[config.mk]
export PLATFORM = sky130hd
export DESIGN_NAME = sb_rx_fsm
export DESIGN_NICKNAME = d
export VERILOG_FILES = /design/src/rtl/sb_pkg.sv /design/src/rtl/sb_rx_deser.sv /design/src/rtl/sb_rx_fsm.sv
export SDC_FILE = /design/constraint.sdc
export NUM_CORES = 1
export LEC_CHECK = 0
export ABC_AREA = 1
export CAP_MARGIN = 20
export CORE_MARGIN = 2
export CORE_UTILIZATION = 50
export DETAILED_ROUTE_END_ITERATION = 16
export PLACE_DENSITY = 0.71
export SETUP_SLACK_MARGIN = 0.05
export SLEW_MARGIN = 20
export SYNTH_ARGS = -nofsm -noshare
export SYNTH_HDL_FRONTEND = slang
export SYNTH_SLANG_ARGS = --single-unit
[constraint.sdc]
create_clock -name i_clk -period 4.8 [get_ports i_clk]
set_clock_uncertainty 0.2 [all_clocks]
set_input_delay 0.48 -clock i_clk [delete_from_list [all_inputs] [get_ports i_clk]]
set_output_delay 0.48 -clock i_clk [all_outputs]
set_load 0.005 [all_outputs]
[src/rtl/sb_pkg.sv]
// sb_pkg: sideband constants, opcodes, parity bit indices and receive FSM state type.
// Shared by the sideband transmit and receive sides; no ports.
package sb_pkg;
    localparam logic [63:0] SB_PATTERN_WORD  = 64'hAAAA_AAAA_AAAA_AAAA;
    localparam logic [4:0]  SB_OP_MEM_WR32   = 5'b00001;
    localparam logic [4:0]  SB_OP_MEM_WR64   = 5'b00011;
    localparam logic [4:0]  SB_OP_MSG_DATA   = 5'b11011;
    localparam logic [4:0]  SB_OP_MSG_NODATA = 5'b10010;
    localparam int          SB_CP_BIT        = 62;
    localparam int          SB_DP_BIT        = 63;

    typedef enum logic [1:0] {ST_IDLE, ST_DATA, ST_DELIVER} sb_rx_state_e;

    function automatic logic sb_has_data(input logic [4:0] opcode);
        return opcode inside {SB_OP_MEM_WR32, SB_OP_MEM_WR64, SB_OP_MSG_DATA};
    endfunction
endpackage

[src/rtl/sb_rx_deser.sv]
// sb_rx_deser: LSB-first serial-to-64-bit deserializer with a registered word_done pulse.
// Ports: i_clk/i_rst_n clock and async active-low reset; i_ser_data/i_ser_valid serial bit
// and qualifier; o_word_done one-cycle pulse with o_word holding the completed word;
// o_busy high while a word is partially captured.
module sb_rx_deser (
    input  logic        i_clk,
    input  logic        i_rst_n,
    input  logic        i_ser_data,
    input  logic        i_ser_valid,
    output logic        o_word_done,
    output logic [63:0] o_word,
    output logic        o_busy
);
    logic [63:0] sr_q, sr_d;
    logic [5:0]  cnt_q, cnt_d;
    logic        done_q, done_d;

    always_comb begin
        sr_d   = i_ser_valid ? {i_ser_data, sr_q[63:1]} : sr_q;
        cnt_d  = i_ser_valid ? cnt_q + 6'd1 : cnt_q;
        done_d = i_ser_valid && (cnt_q == 6'd63);
    end

    always_ff @(posedge i_clk or negedge i_rst_n) begin
        if (!i_rst_n) begin
            sr_q   <= '0;
            cnt_q  <= '0;
            done_q <= 1'b0;
        end else begin
            sr_q   <= sr_d;
            cnt_q  <= cnt_d;
            done_q <= done_d;
        end
    end

    // The shift register still holds the full word during the done cycle, even if
    // the next word's first bit is being sampled at the following edge.
    assign o_word_done = done_q;
    assign o_word      = sr_q;
    assign o_busy      = |cnt_q;
endmodule

[src/rtl/sb_rx_fsm.sv]
// sb_rx_fsm: sideband receive controller; pattern detection, header/data parsing, parity
// checks and valid/ack message hand-off.
// Ports: i_clk/i_rst_n clock and async active-low reset; i_ser_data/i_ser_valid serial input;
// i_pattern_detect_en selects pattern compare vs packet parse; i_msg_ack consumer accept;
// o_pattern_detected, o_parity_err, o_overflow one-cycle pulses; o_msg_valid with
// o_header/o_data/o_has_data held message; o_busy receiver activity.
module sb_rx_fsm
    import sb_pkg::*;
#(
    parameter int unsigned PATTERN_WORDS = 2
) (
    input  logic        i_clk,
    input  logic        i_rst_n,
    input  logic        i_ser_data,
    input  logic        i_ser_valid,
    input  logic        i_pattern_detect_en,
    input  logic        i_msg_ack,
    output logic        o_pattern_detected,
    output logic        o_msg_valid,
    output logic [63:0] o_header,
    output logic [63:0] o_data,
    output logic        o_has_data,
    output logic        o_parity_err,
    output logic        o_overflow,
    output logic        o_busy
);
    logic        word_done, deser_busy;
    logic [63:0] word;

    sb_rx_deser u_deser (
        .i_clk       (i_clk),
        .i_rst_n     (i_rst_n),
        .i_ser_data  (i_ser_data),
        .i_ser_valid (i_ser_valid),
        .o_word_done (word_done),
        .o_word      (word),
        .o_busy      (deser_busy)
    );

    sb_rx_state_e state_q, state_d;
    logic         wd_q, wd_d;
    logic [63:0]  w_q, w_d, hdr_q, hdr_d;
    logic [3:0]   pcnt_q, pcnt_d;
    logic         pat_q, pat_d, perr_q, perr_d, ovf_q, ovf_d;
    logic         valid_q, valid_d, has_data_q, has_data_d;
    logic [63:0]  header_q, header_d, data_q, data_d;

    always_comb begin
        // Input stage: the word is captured once more before the FSM acts on it.
        wd_d       = word_done;
        w_d        = word_done ? word : w_q;
        state_d    = state_q;
        hdr_d      = hdr_q;
        pcnt_d     = i_pattern_detect_en ? pcnt_q : 4'd0;
        pat_d      = 1'b0;
        perr_d     = 1'b0;
        ovf_d      = 1'b0;
        valid_d    = valid_q;
        header_d   = header_q;
        data_d     = data_q;
        has_data_d = has_data_q;
        case (state_q)
            ST_IDLE: if (wd_q) begin
                if (i_pattern_detect_en) begin
                    if (w_q == SB_PATTERN_WORD) begin
                        pat_d  = (pcnt_q == 4'(PATTERN_WORDS - 1));
                        pcnt_d = pat_d ? 4'd0 : pcnt_q + 4'd1;
                    end else begin
                        pcnt_d = 4'd0;
                    end
                end else begin
                    hdr_d = w_q;
                    if (w_q[SB_CP_BIT] != ^w_q[61:0]) begin
                        perr_d = 1'b1;
                    end else if (sb_has_data(w_q[4:0])) begin
                        state_d = ST_DATA;
                    end else if (w_q[SB_DP_BIT]) begin
                        perr_d = 1'b1;
                    end else begin
                        state_d    = ST_DELIVER;
                        valid_d    = 1'b1;
                        header_d   = w_q;
                        data_d     = '0;
                        has_data_d = 1'b0;
                    end
                end
            end
            ST_DATA: if (wd_q) begin
                if (hdr_q[SB_DP_BIT] != ^w_q) begin
                    perr_d  = 1'b1;
                    state_d = ST_IDLE;
                end else begin
                    state_d    = ST_DELIVER;
                    valid_d    = 1'b1;
                    header_d   = hdr_q;
                    data_d     = w_q;
                    has_data_d = 1'b1;
                end
            end
            ST_DELIVER: begin
                // Words completing while a message is held are dropped, even on the ack cycle.
                ovf_d = wd_q;
                if (i_msg_ack) begin
                    state_d = ST_IDLE;
                    valid_d = 1'b0;
                end
            end
            default: state_d = ST_IDLE;
        endcase
    end

    always_ff @(posedge i_clk or negedge i_rst_n) begin
        if (!i_rst_n) begin
            state_q    <= ST_IDLE;
            wd_q       <= 1'b0;
            w_q        <= '0;
            hdr_q      <= '0;
            pcnt_q     <= '0;
            pat_q      <= 1'b0;
            perr_q     <= 1'b0;
            ovf_q      <= 1'b0;
            valid_q    <= 1'b0;
            header_q   <= '0;
            data_q     <= '0;
            has_data_q <= 1'b0;
        end else begin
            state_q    <= state_d;
            wd_q       <= wd_d;
            w_q        <= w_d;
            hdr_q      <= hdr_d;
            pcnt_q     <= pcnt_d;
            pat_q      <= pat_d;
            perr_q     <= perr_d;
            ovf_q      <= ovf_d;
            valid_q    <= valid_d;
            header_q   <= header_d;
            data_q     <= data_d;
            has_data_q <= has_data_d;
        end
    end

    assign o_pattern_detected = pat_q;
    assign o_parity_err       = perr_q;
    assign o_overflow         = ovf_q;
    assign o_msg_valid        = valid_q;
    assign o_header           = header_q;
    assign o_data             = data_q;
    assign o_has_data         = has_data_q;
    assign o_busy             = (state_q != ST_IDLE) || deser_busy;
endmodule
; Word level (Yosys, flattened, before mapping)
; Index checks and enable logic that the tools add are counted.
[op_classes]
shift = 0
eq_ne = 19
order_cmp = 0
bitwise_logic = 1
muxes = 59
n_mul = 0
addsub = 2
div_mod_pow = 0
n_reduce_logical = 14
[ops]
columns = operator, count
row1 = $mux 64, 14
row2 = $pmux 64 s2, 2
row3 = $eq 64x64->1 const B, 1
row4 = $reduce_xor 64->1, 1
row5 = $reduce_xor 62->1, 1
row6 = $mux 1, 25
row7 = $mux 4, 6
row8 = $mux 2, 8
row9 = $ne 2x2->1 const B, 8
row10 = $reduce_and 9->1, 1
row11 = $reduce_and 8->1, 1
row12 = $add 6x1->6 const B, 1
row13 = $eq 6x6->1 const B, 1
row14 = $pmux 2 s3, 1
row15 = $reduce_and 6->1, 1
row16 = $reduce_bool 3->1, 2
row17 = $reduce_or 6->1, 1
row18 = $eq 5x1->1 const B, 1
row19 = $eq 5x2->1 const B, 1
row20 = $eq 5x5->1 const B, 1
row21 = $add 4x1->4 const B, 1
row22 = $eq 4x1->1 const B, 1
row23 = $pmux 1 s2, 2
row24 = $reduce_bool 2->1, 2
row25 = other kinds (10), 11
[word_totals]
ff_bits = 339
out_inout_bits = 134
latchBits = 0
wordCells = 110
romBits = 0
n_memories = 0
mem_bits_rw = 0
inputBits = 6

; Logic depth before layout (Yosys ltp)
; Gate-level depths: netlist of run 1.
[logic_depth]
depth_word = 7
ltp_mapped = 22
ltp_nobuf = 20

; By module
; From an unflattened synthesis of run 1, not the netlist that was laid out.
[hier_totals]
hier_cells = 1804
hier_area_um2 = 15262.1
[by_module_without_submodules]
columns = module, area_each_um2, seq_area_each_um2, cells_per_inst, instances
row1 = sb_rx_fsm, 12487.0, 6706.4, 1493, 1
row2 = sb_rx_deser, 2775.2, 1776.7, 311, 1

; Worst setup path before layout of run 1
; No wires, ideal clock.
[synth_timing]
path_kind = reg2reg
startpoint = reg w_q[0]
endpoint = reg header_q[10] (netlist: o_header[10])
path_buffers = 2
required_time_ns = 4.483
arrival_time_ns = 2.185
setup_ns = 0.117
period_less_slack_ns = 2.502
setup_slack_ns = 2.298
stages_incl_launch_ff = 23
cell_sequence = dfrtp_1 -> inv_1 -> ha_1 -> inv_1 -> nand2_1 -> nand2_1 -> inv_1 -> nand2_1 -> nand2_1 -> nand2_1 -> nand2_1 -> nand2_1 -> nand2_1 -> nand2_1 -> nand2_1 -> nand2_1 -> nand3_2 -> nand2_4 -> nand3_2 -> buf_6 -> buf_6 -> nand2_1 -> nand2_1
[synth_between]
elab_chain_len = 4
word_cells_on_any_way = 12
cone_classes = eq/ne (8) / reduce/logical (4)
[synth_rtl]
columns = element, line_no
row1 = from (decl), sb_rx_fsm.sv:42  ; logic [63:0] w_q, w_d, hdr_q, hdr_d;
row2 = from (signal assigned), sb_rx_fsm.sv:129  ; w_q <= w_d;
row3 = $reduce_xor 64->1 (tied with other cells), sb_rx_fsm.sv:89  ; if (hdr_q[SB_DP_BIT] != ^w_q) begin
row4 = $ne 1x1->1 (tied with other cells), sb_rx_fsm.sv:89
row5 = $ne 2x2->1 (no line), n/a
row6 = $reduce_and 8->1 (no line) (*), n/a
row7 = to (signal assigned), sb_rx_fsm.sv:136  ; header_q <= header_d;
row8 = to (decl), sb_rx_fsm.sv:46  ; logic [63:0] header_q, header_d, data_q, data_d;
; Mark *: on every way between the ends. The rest lies on a longest branch, timed or not.
; A chain may end at the register's enable or synchronous reset.

; Worst setup path after layout of run 1
[layout_timing]
startpoint = reg w_q[4]
endpoint = reg data_q[32] (netlist: o_data[32])
[layout_between]
elab_chain_len = 4
word_cells_on_any_way = 12
cone_classes = eq/ne (8) / reduce/logical (4)
[layout_rtl]
columns = element, line_no
row1 = $reduce_xor 64->1 (tied with other cells), sb_rx_fsm.sv:89
row2 = $ne 1x1->1 (tied with other cells), sb_rx_fsm.sv:89
row3 = $ne 2x2->1 (no line), n/a
row4 = $reduce_and 8->1 (no line) (*), n/a
row5 = to (signal assigned), sb_rx_fsm.sv:137  ; data_q <= data_d;
row6 = to (decl), sb_rx_fsm.sv:46
; Marked as above.

==> impl_metrics.tcl, run 1 <==
set metrics [dict create \
    global_route_wire_length_before_repair_um 60240 \
    synthCells 1812 \
    cts_tree "done" \
    irDropWorstVdd_v 0.0002932 \
    static-leakage-power_nw 9.120 \
    cell_taking_the_most_area_after_synthesis "dfrtp_1" \
    clock_tree.root_cell "clkbuf_16" \
    syn_area_per_cell_um2 8.397 \
    detailedRoute.firstIterationViolations 1034 \
    intPower_mw 5.131 \
    yosysSeqAreaShare 0.5576 \
    pwr-share-clk 0.358 \
    synth_top_area_share 0.5576 \
    setup-tns-final_ns 0 \
    gp_congestion 0.8230 \
    cts_post_setup_buffers_inserted 0 \
    ratio_of_final_minimum_period_to_clock_period 0.8120 \
    crit_slowest_cell "buf_4" \
    cts.sinks 339 \
    synth.top_cells.by_area "dfrtp_1, nand2_1, o21ai_0" \
    timing.final.max_slew_violations 0 \
    synth_fp_nets 1857 \
    area_delta_synth_final_pct 18.31 \
    core-area_um2 29800 \
    min_path_type "in2reg" \
    ctsResizeCount 0 \
    finalCoreUtilization 0.6041 \
    power_density_nw_per_um2 421.8 \
    critPathBufInv 2 \
    hold_viol_final 0 \
    critPathMaxStageDelay_ns 0.79 \
    dieArea_um2 31840 \
    crit_top_cell "nand2_1" \
    route.detailed.vias_per_inst 5.366 \
    drv_cap 0 \
    ios 140 \
    worst-r2r-setup-slack_ns 0.90 \
    routed_wire_length_per_instance_um 15.64 \
    regArea_um2 8487 \
    route.antenna.remaining_nets 0 \
    cts_inserted_buffers 37 \
    run_status "finished, final reports clean" \
    start_util 0.5106 \
    std_cell_rows 63 \
    grt_antenna_before_repair 0 \
    layout-drive-gt1-share 0.04683 \
    drc 0 \
    clock_latency_ns 0.51 \
    multi_input_gate_area_um2 5801 \
    vias 12410 \
    netlist_area_um2 15210 \
    pwr-share-comb 0.225 \
    power.net_switching_mw 2.462 \
    htree_num_levels 2 \
    criticalPathCategory "reg2reg" \
    n_antenna_cell 0 \
    grt_start_max_net_pins 130 \
    maximum_frequency_from_static_timing_analysis_ghz 0.2566 \
    grt_setup_unrepaired "no" \
    groute.usage.overall 0.2344 \
    cp_data_arrival_time_ns 4.14 \
    worst_setup_path_end_kind "register" \
    die_width_um 178.4 \
    aggregate_global_routing_overflow 0 \
    clkSlewWorstSetupHoldPaths_ns 0.06 \
    drt-pass1-iter-count 5 \
    first_global_vias 11880 \
    worst-slew-pin-transition_ns 0.9756 \
    cpLargestDelayFamily "simple AND/OR/NAND/NOR gates" \
    die_height_um 178.4 \
    slew_headroom 0.3496 \
    min_period_ns 3.898 \
    path_cells "inv_1 -> ha_1 -> xnor2_1 -> nand2_1 -> nand2_1 -> nand2_1 -> nand2_1 -> nand2_1 -> nand2_1 -> nand2_1 -> nand3_1 -> nand3_1 -> nand2_4 -> buf_4 -> nand4_1 -> nand2_1" \
    worst_ep_required_time_ns 5.04 \
    port_buffers 139 \
    place_hpwl_um 22900 \
    fillers 2589 \
    yosys_warnings 0 \
    power_frac_seq 0.417 \
    finalNetCount 1944 \
    setup_viol_count_final 0 \
    worstSetupStartpointType "register" \
    cts_hold_buf 1 \
    synth.distinct_cells 30 \
    synth-seq-cells 339 \
    drt-total-wl_um 36170 \
    critical_path.max_fanout 93 \
    cts-root-to-sink-buffers 3 \
    switching_share 0.3243 \
]
through the flow:
stage	instances	hold slack [ns]	worst slack, ns	power [mW]	cell area (µm²)
3_3_place_gp	2248	0.2531	1.049	4.857	16800
5_1_grt	2312	0.2712	0.4740	7.979	18000
6_report	2312	0.2542	0.9023	7.593	18000
2_1_floorplan	1812	-0.01559	2.298	4.400	15210
4_1_cts	2311	0.2551	0.9337	7.642	17970
3_5_place_dp	2248	0.2580	0.9535	4.907	16800
cell usage in the layout, fill, tap and decap left out, types with 2 or more instances in the layout:
| cell type | n |
|---|---|
| a21oi_1 | 4 |
| inv_1 | 119 |
| clkbuf_16 | 37 |
| clkbuf_1 | 8 |
| nor2_1 | 22 |
| nand3_4 | 2 |
| buf_12 | 3 |
| buf_4 | 16 |
| clkinvlp_4 | 2 |
| inv_2 | 3 |
| nand3_1 | 18 |
| o22ai_1 | 2 |
| or2_2 | 2 |
| clkdlybuf4s50_1 | 137 |
| nand2_1 | 784 |
| nand4_1 | 139 |
| o21ai_0 | 196 |
| clkinv_2 | 4 |
| clkbuf_8 | 10 |
| xnor2_1 | 6 |
| xor2_1 | 8 |
| nor3_1 | 2 |
| dfrtp_1 | 338 |
| nand2_4 | 2 |
| ha_1 | 39 |
| nor4_1 | 4 |
power groups by stage:
| stage | combinational [mW] | clock [mW] | sequential (mW) |
|---|---|---|---|
| after floorplan | 1.23 | 0 | 3.17 |
| after global placement | 1.65 | 0 | 3.21 |
| after detailed placement | 1.69 | 0 | 3.21 |
| after CTS | 1.70 | 2.77 | 3.17 |
| after global routing | 1.92 | 2.88 | 3.18 |
| final | 1.71 | 2.72 | 3.16 |
flip-flops by register name, indices dropped and copies added, names as in the netlist:
name	cells
hdr_q	64
o_data	64
o_has_data	1
o_header	64
o_msg_valid	1
o_overflow	1
o_parity_err	1
o_pattern_detected	1
pcnt_q	4
state_q	2
u_deser.cnt_q	6
u_deser.o_word	64
u_deser.o_word_done	1
w_q	64
wd_q	1
final timing paths:
kind | start | endpoint | cells past startpoint
hold reg to reg | o_header[6] | o_header[6] | 2
min in group asynchronous | i_rst_n | o_data[21] | 2
setup / recovery | w_q[4] | o_data[32] | 16
setup reg to reg | w_q[4] | o_data[32] | 16
max in group asynchronous | i_rst_n | w_q[28] | 3
hold / removal | i_ser_valid | u_deser.o_word[35] | 3
synthesized netlist by cell type:
master    count
o211ai_1      1
nor3_1        2
nor2_1       23
dfrtp_1     339
nand3_2       2
buf_6        10
a21oi_1       4
nand2_1     784
nand3_1      19
nand2_2       1
buf_2        19
o31ai_1       1
or2_2         2
xnor2_1       6
inv_1       120
o21ai_0     196
a21oi_2       1
a31oi_1       1
nor3_2        1
xor2_1        8
inv_2         2
ha_1         39
clkbuf_1     75
nand2_4       1
o22ai_1       2
nand4_1     139
and2_1        1
nor4_1        4
buf_1         8
o21ai_1       1
cells by family (layout without fill, tap and decap cells):
logic type | after synthesis | after routing | share of synthesized area
XOR/XNOR | 14 | 14 | 0.008059
flip-flops | 339 | 339 | 0.5576
AO/OA/AOI/OAI | 207 | 207 | 0.06891
adder cells (fa/ha/maj) | 39 | 39 | 0.03207
AND/OR/NAND/NOR | 979 | 979 | 0.2692
buffers and inverters | 234 | 344 | 0.06423
final cells by class:
| cell class | count | area share |
|---|---|---|
| Tap cell | 390 | 0.02711 |
| Clock inverter | 7 | 0.003614 |
| Inverter | 122 | 0.02544 |
| Sequential cell | 339 | 0.4715 |
| Clock buffer | 55 | 0.06075 |
| Multi-Input combinational cell | 1239 | 0.3222 |
| Timing Repair Buffer | 160 | 0.08939 |
metal layers:
metal	part of all wire	GRT usage	routed length, µm
met5	0	0	0
met4	0.020	0.05827	723
met2	0.46	0.3764	16800
met3	0.055	0.03645	1996
met1	0.46	0.3352	16650
worst min-delay path, cell delays in order:
cell     delay, ns
buf_2         0.27
nand2_1       0.12
nand2_1       0.05
No activity file was read; power rests on OpenSTA's default activity.
==> inputs of run 2 (changes only) <==
--- a/config.mk
+++ b/config.mk
@@ -10,7 +10,7 @@
 export CORE_MARGIN = 2
 export CORE_UTILIZATION = 50
 export DETAILED_ROUTE_END_ITERATION = 16
-export PLACE_DENSITY = 0.71
+export PLACE_DENSITY = 0.74
 export SETUP_SLACK_MARGIN = 0.05
 export SLEW_MARGIN = 20
 export SYNTH_ARGS = -nofsm -noshare
==> constraint.sdc (replaced) <==
create_clock -name i_clk -period 3.58 [get_ports i_clk]
set_clock_uncertainty 0.2 [all_clocks]
set_input_delay 0.358 -clock i_clk [delete_from_list [all_inputs] [get_ports i_clk]]
set_output_delay 0.358 -clock i_clk [all_outputs]
set_load 0.005 [all_outputs]
==> impl_metrics.tcl, run 2 (synthesis gave the netlist of run 1 again) <==
set metrics [dict create \
    power_density_nw_per_um2 567.2 \
    pre_cts_slack_ns 0.4495 \
    fillers 2568 \
    std_cell_rows 63 \
    clock_tree.root_cell "clkbuf_16" \
    final-instance-count-excl-fill 2316 \
    post-place-cells 2253 \
    cts.sinks 339 \
    clkSlewWorstSetupHoldPaths_ns 0.06 \
    hold_viol_final 0 \
    dieArea_um2 31840 \
    gp_congestion 0.7828 \
    detailedRoute.firstIterationViolations 1195 \
    start_util 0.5106 \
    grt_setup_unrepaired "no" \
    maximum_frequency_from_static_timing_analysis_ghz 0.3180 \
    vias 12350 \
    core-area_um2 29800 \
    groute.usage.overall 0.2290 \
    global_route_wire_length_before_repair_um 58830 \
    worst_ep_required_time_ns 3.81 \
    critical_path.max_fanout 95 \
    setup_viol_count_final 0 \
    finalNetCount 1947 \
    die_width_um 178.4 \
    worstSetupStartpointType "register" \
    run_status "finished, final reports clean" \
    worst-slew-pin-transition_ns 0.8676 \
    port_buffers 139 \
    cts_tree "done" \
    routed_wire_length_per_instance_um 15.45 \
    drt-pass1-iter-count 6 \
    layout-drive-gt1-share 0.04881 \
    grt_start_max_net_pins 129 \
    path_cells "inv_1 -> ha_1 -> nand2_1 -> inv_1 -> nor2_1 -> nand2_1 -> nand2_1 -> nand2_1 -> nand2_1 -> nand2_1 -> nand2_1 -> nand2_1 -> nand2_1 -> nand2_1 -> nand3_1 -> nand2_4 -> nand3_4 -> buf_12 -> nand2_1 -> nand2_1" \
    worst-r2r-setup-slack_ns 0.44 \
    clock_latency_ns 0.51 \
    cts-root-to-sink-buffers 3 \
    drc 0 \
    die_height_um 178.4 \
    crit_slowest_cell "dfrtp_1" \
    route.detailed.vias_per_inst 5.331 \
    most_frequent_cells_in_the_layout "nand2_1, dfrtp_1, o21ai_0, nand4_1, clkdlybuf4s50_1" \
    ios 140 \
    critPathBufInv 3 \
    holdWs_ns 0.1856 \
    crit_top_cell "nand2_1" \
    place_hpwl_um 23010 \
    cts_inserted_buffers 36 \
    cp_data_arrival_time_ns 3.38 \
    worst_setup_path_end_kind "register" \
    first_global_vias 11550 \
    drv_cap 0 \
    criticalPathCategory "reg2reg" \
    slew_headroom 0.4216 \
    ratio_of_final_minimum_period_to_clock_period 0.8785 \
    drt-total-wl_um 35770 \
    route.antenna.remaining_nets 0 \
    worst_slack_ns 0.4351 \
    setup-tns-final_ns 0 \
    cts_post_setup_buffers_inserted 0 \
    n_antenna_cell 0 \
    timing.final.max_slew_violations 0 \
    leading_cell_type_in_the_layout_fill_and_taps_excluded "nand2_1" \
    cpLargestDelayFamily "simple AND/OR/NAND/NOR gates" \
    grt_antenna_before_repair 0 \
    area_delta_synth_final_pct 18.63 \
    static-leakage-power_nw 9.151 \
    min_period_ns 3.145 \
    htree_num_levels 2 \
    irDropWorstVdd_v 0.0004375 \
    aggregate_global_routing_overflow 0 \
    critPathMaxStageDelay_ns 0.40 \
    min_path_type "in2reg" \
]
==> run 2: path summary, 6_finish.rpt <==
check	from	end	cells after the start
worst max-delay path	w_q[3]	o_data[22]	20
worst min-delay path	i_ser_valid	u_deser.o_word[38]	4
worst max register to register	w_q[3]	o_data[22]	20
worst min register to register	o_data[0]	o_data[0]	2
max in group asynchronous	i_rst_n	hdr_q[31]	3
min in group asynchronous	i_rst_n	w_q[18]	2
==> run 2: tightest hold or removal path, delay by kind of cell <==
| family | cells | cell delay (ns) |
|---|---|---|
| buffers and inverters | 2 | 0.31 |
| and+or+nand+nor | 2 | 0.17 |
==> run 2: area by class of cell <==
type | instances | area [µm²] | area share
Clock buffer | 52 | 1052 | 0.05830
Tap cell | 390 | 488.0 | 0.02704
Timing Repair Buffer | 164 | 1660 | 0.09199
Multi-Input combinational cell | 1239 | 5801 | 0.3214
Clock inverter | 10 | 102.6 | 0.005685
Sequential cell | 339 | 8487 | 0.4702
Inverter | 122 | 457.9 | 0.02537
==> run 2: metrics by stage <==
step | cell area, µm² | utilization | total power [mW]
after floorplan | 15210 | - | 5.900
after global placement | 16880 | 0.5665 | 6.566
after detailed placement | 16880 | 0.5665 | 6.648
after CTS | 18040 | 0.6056 | 10.31
after global routing | 18050 | 0.6057 | 10.75
final | 18050 | 0.6057 | 10.24
==> run 2: where the power goes <==
part	internal [mW]	leakage [nW]	switching [mW]
combinational	0.708	3.88	1.64
sequential	4.06	4.70	0.183
clock	2.18	0.572	1.47
total	6.95	9.15	3.29
==> run 2: metal layers <==
| metal | vias to the layer above | global-route usage | part of all wire |
|---|---|---|---|
| met5 | - | 0 | 0 |
| met4 | 0 | 0.05183 | 0.019 |
| met3 | 53 | 0.03154 | 0.054 |
| met2 | 353 | 0.3636 | 0.46 |
| met1 | 5914 | 0.3360 | 0.46 |
| li1 | 6027 | - | - |
==> run 2: timing repair <==
item	in CTS	in global routing
endpoints found under the hold margin	74	0
hold buffers	1	0
resized for setup	0	0
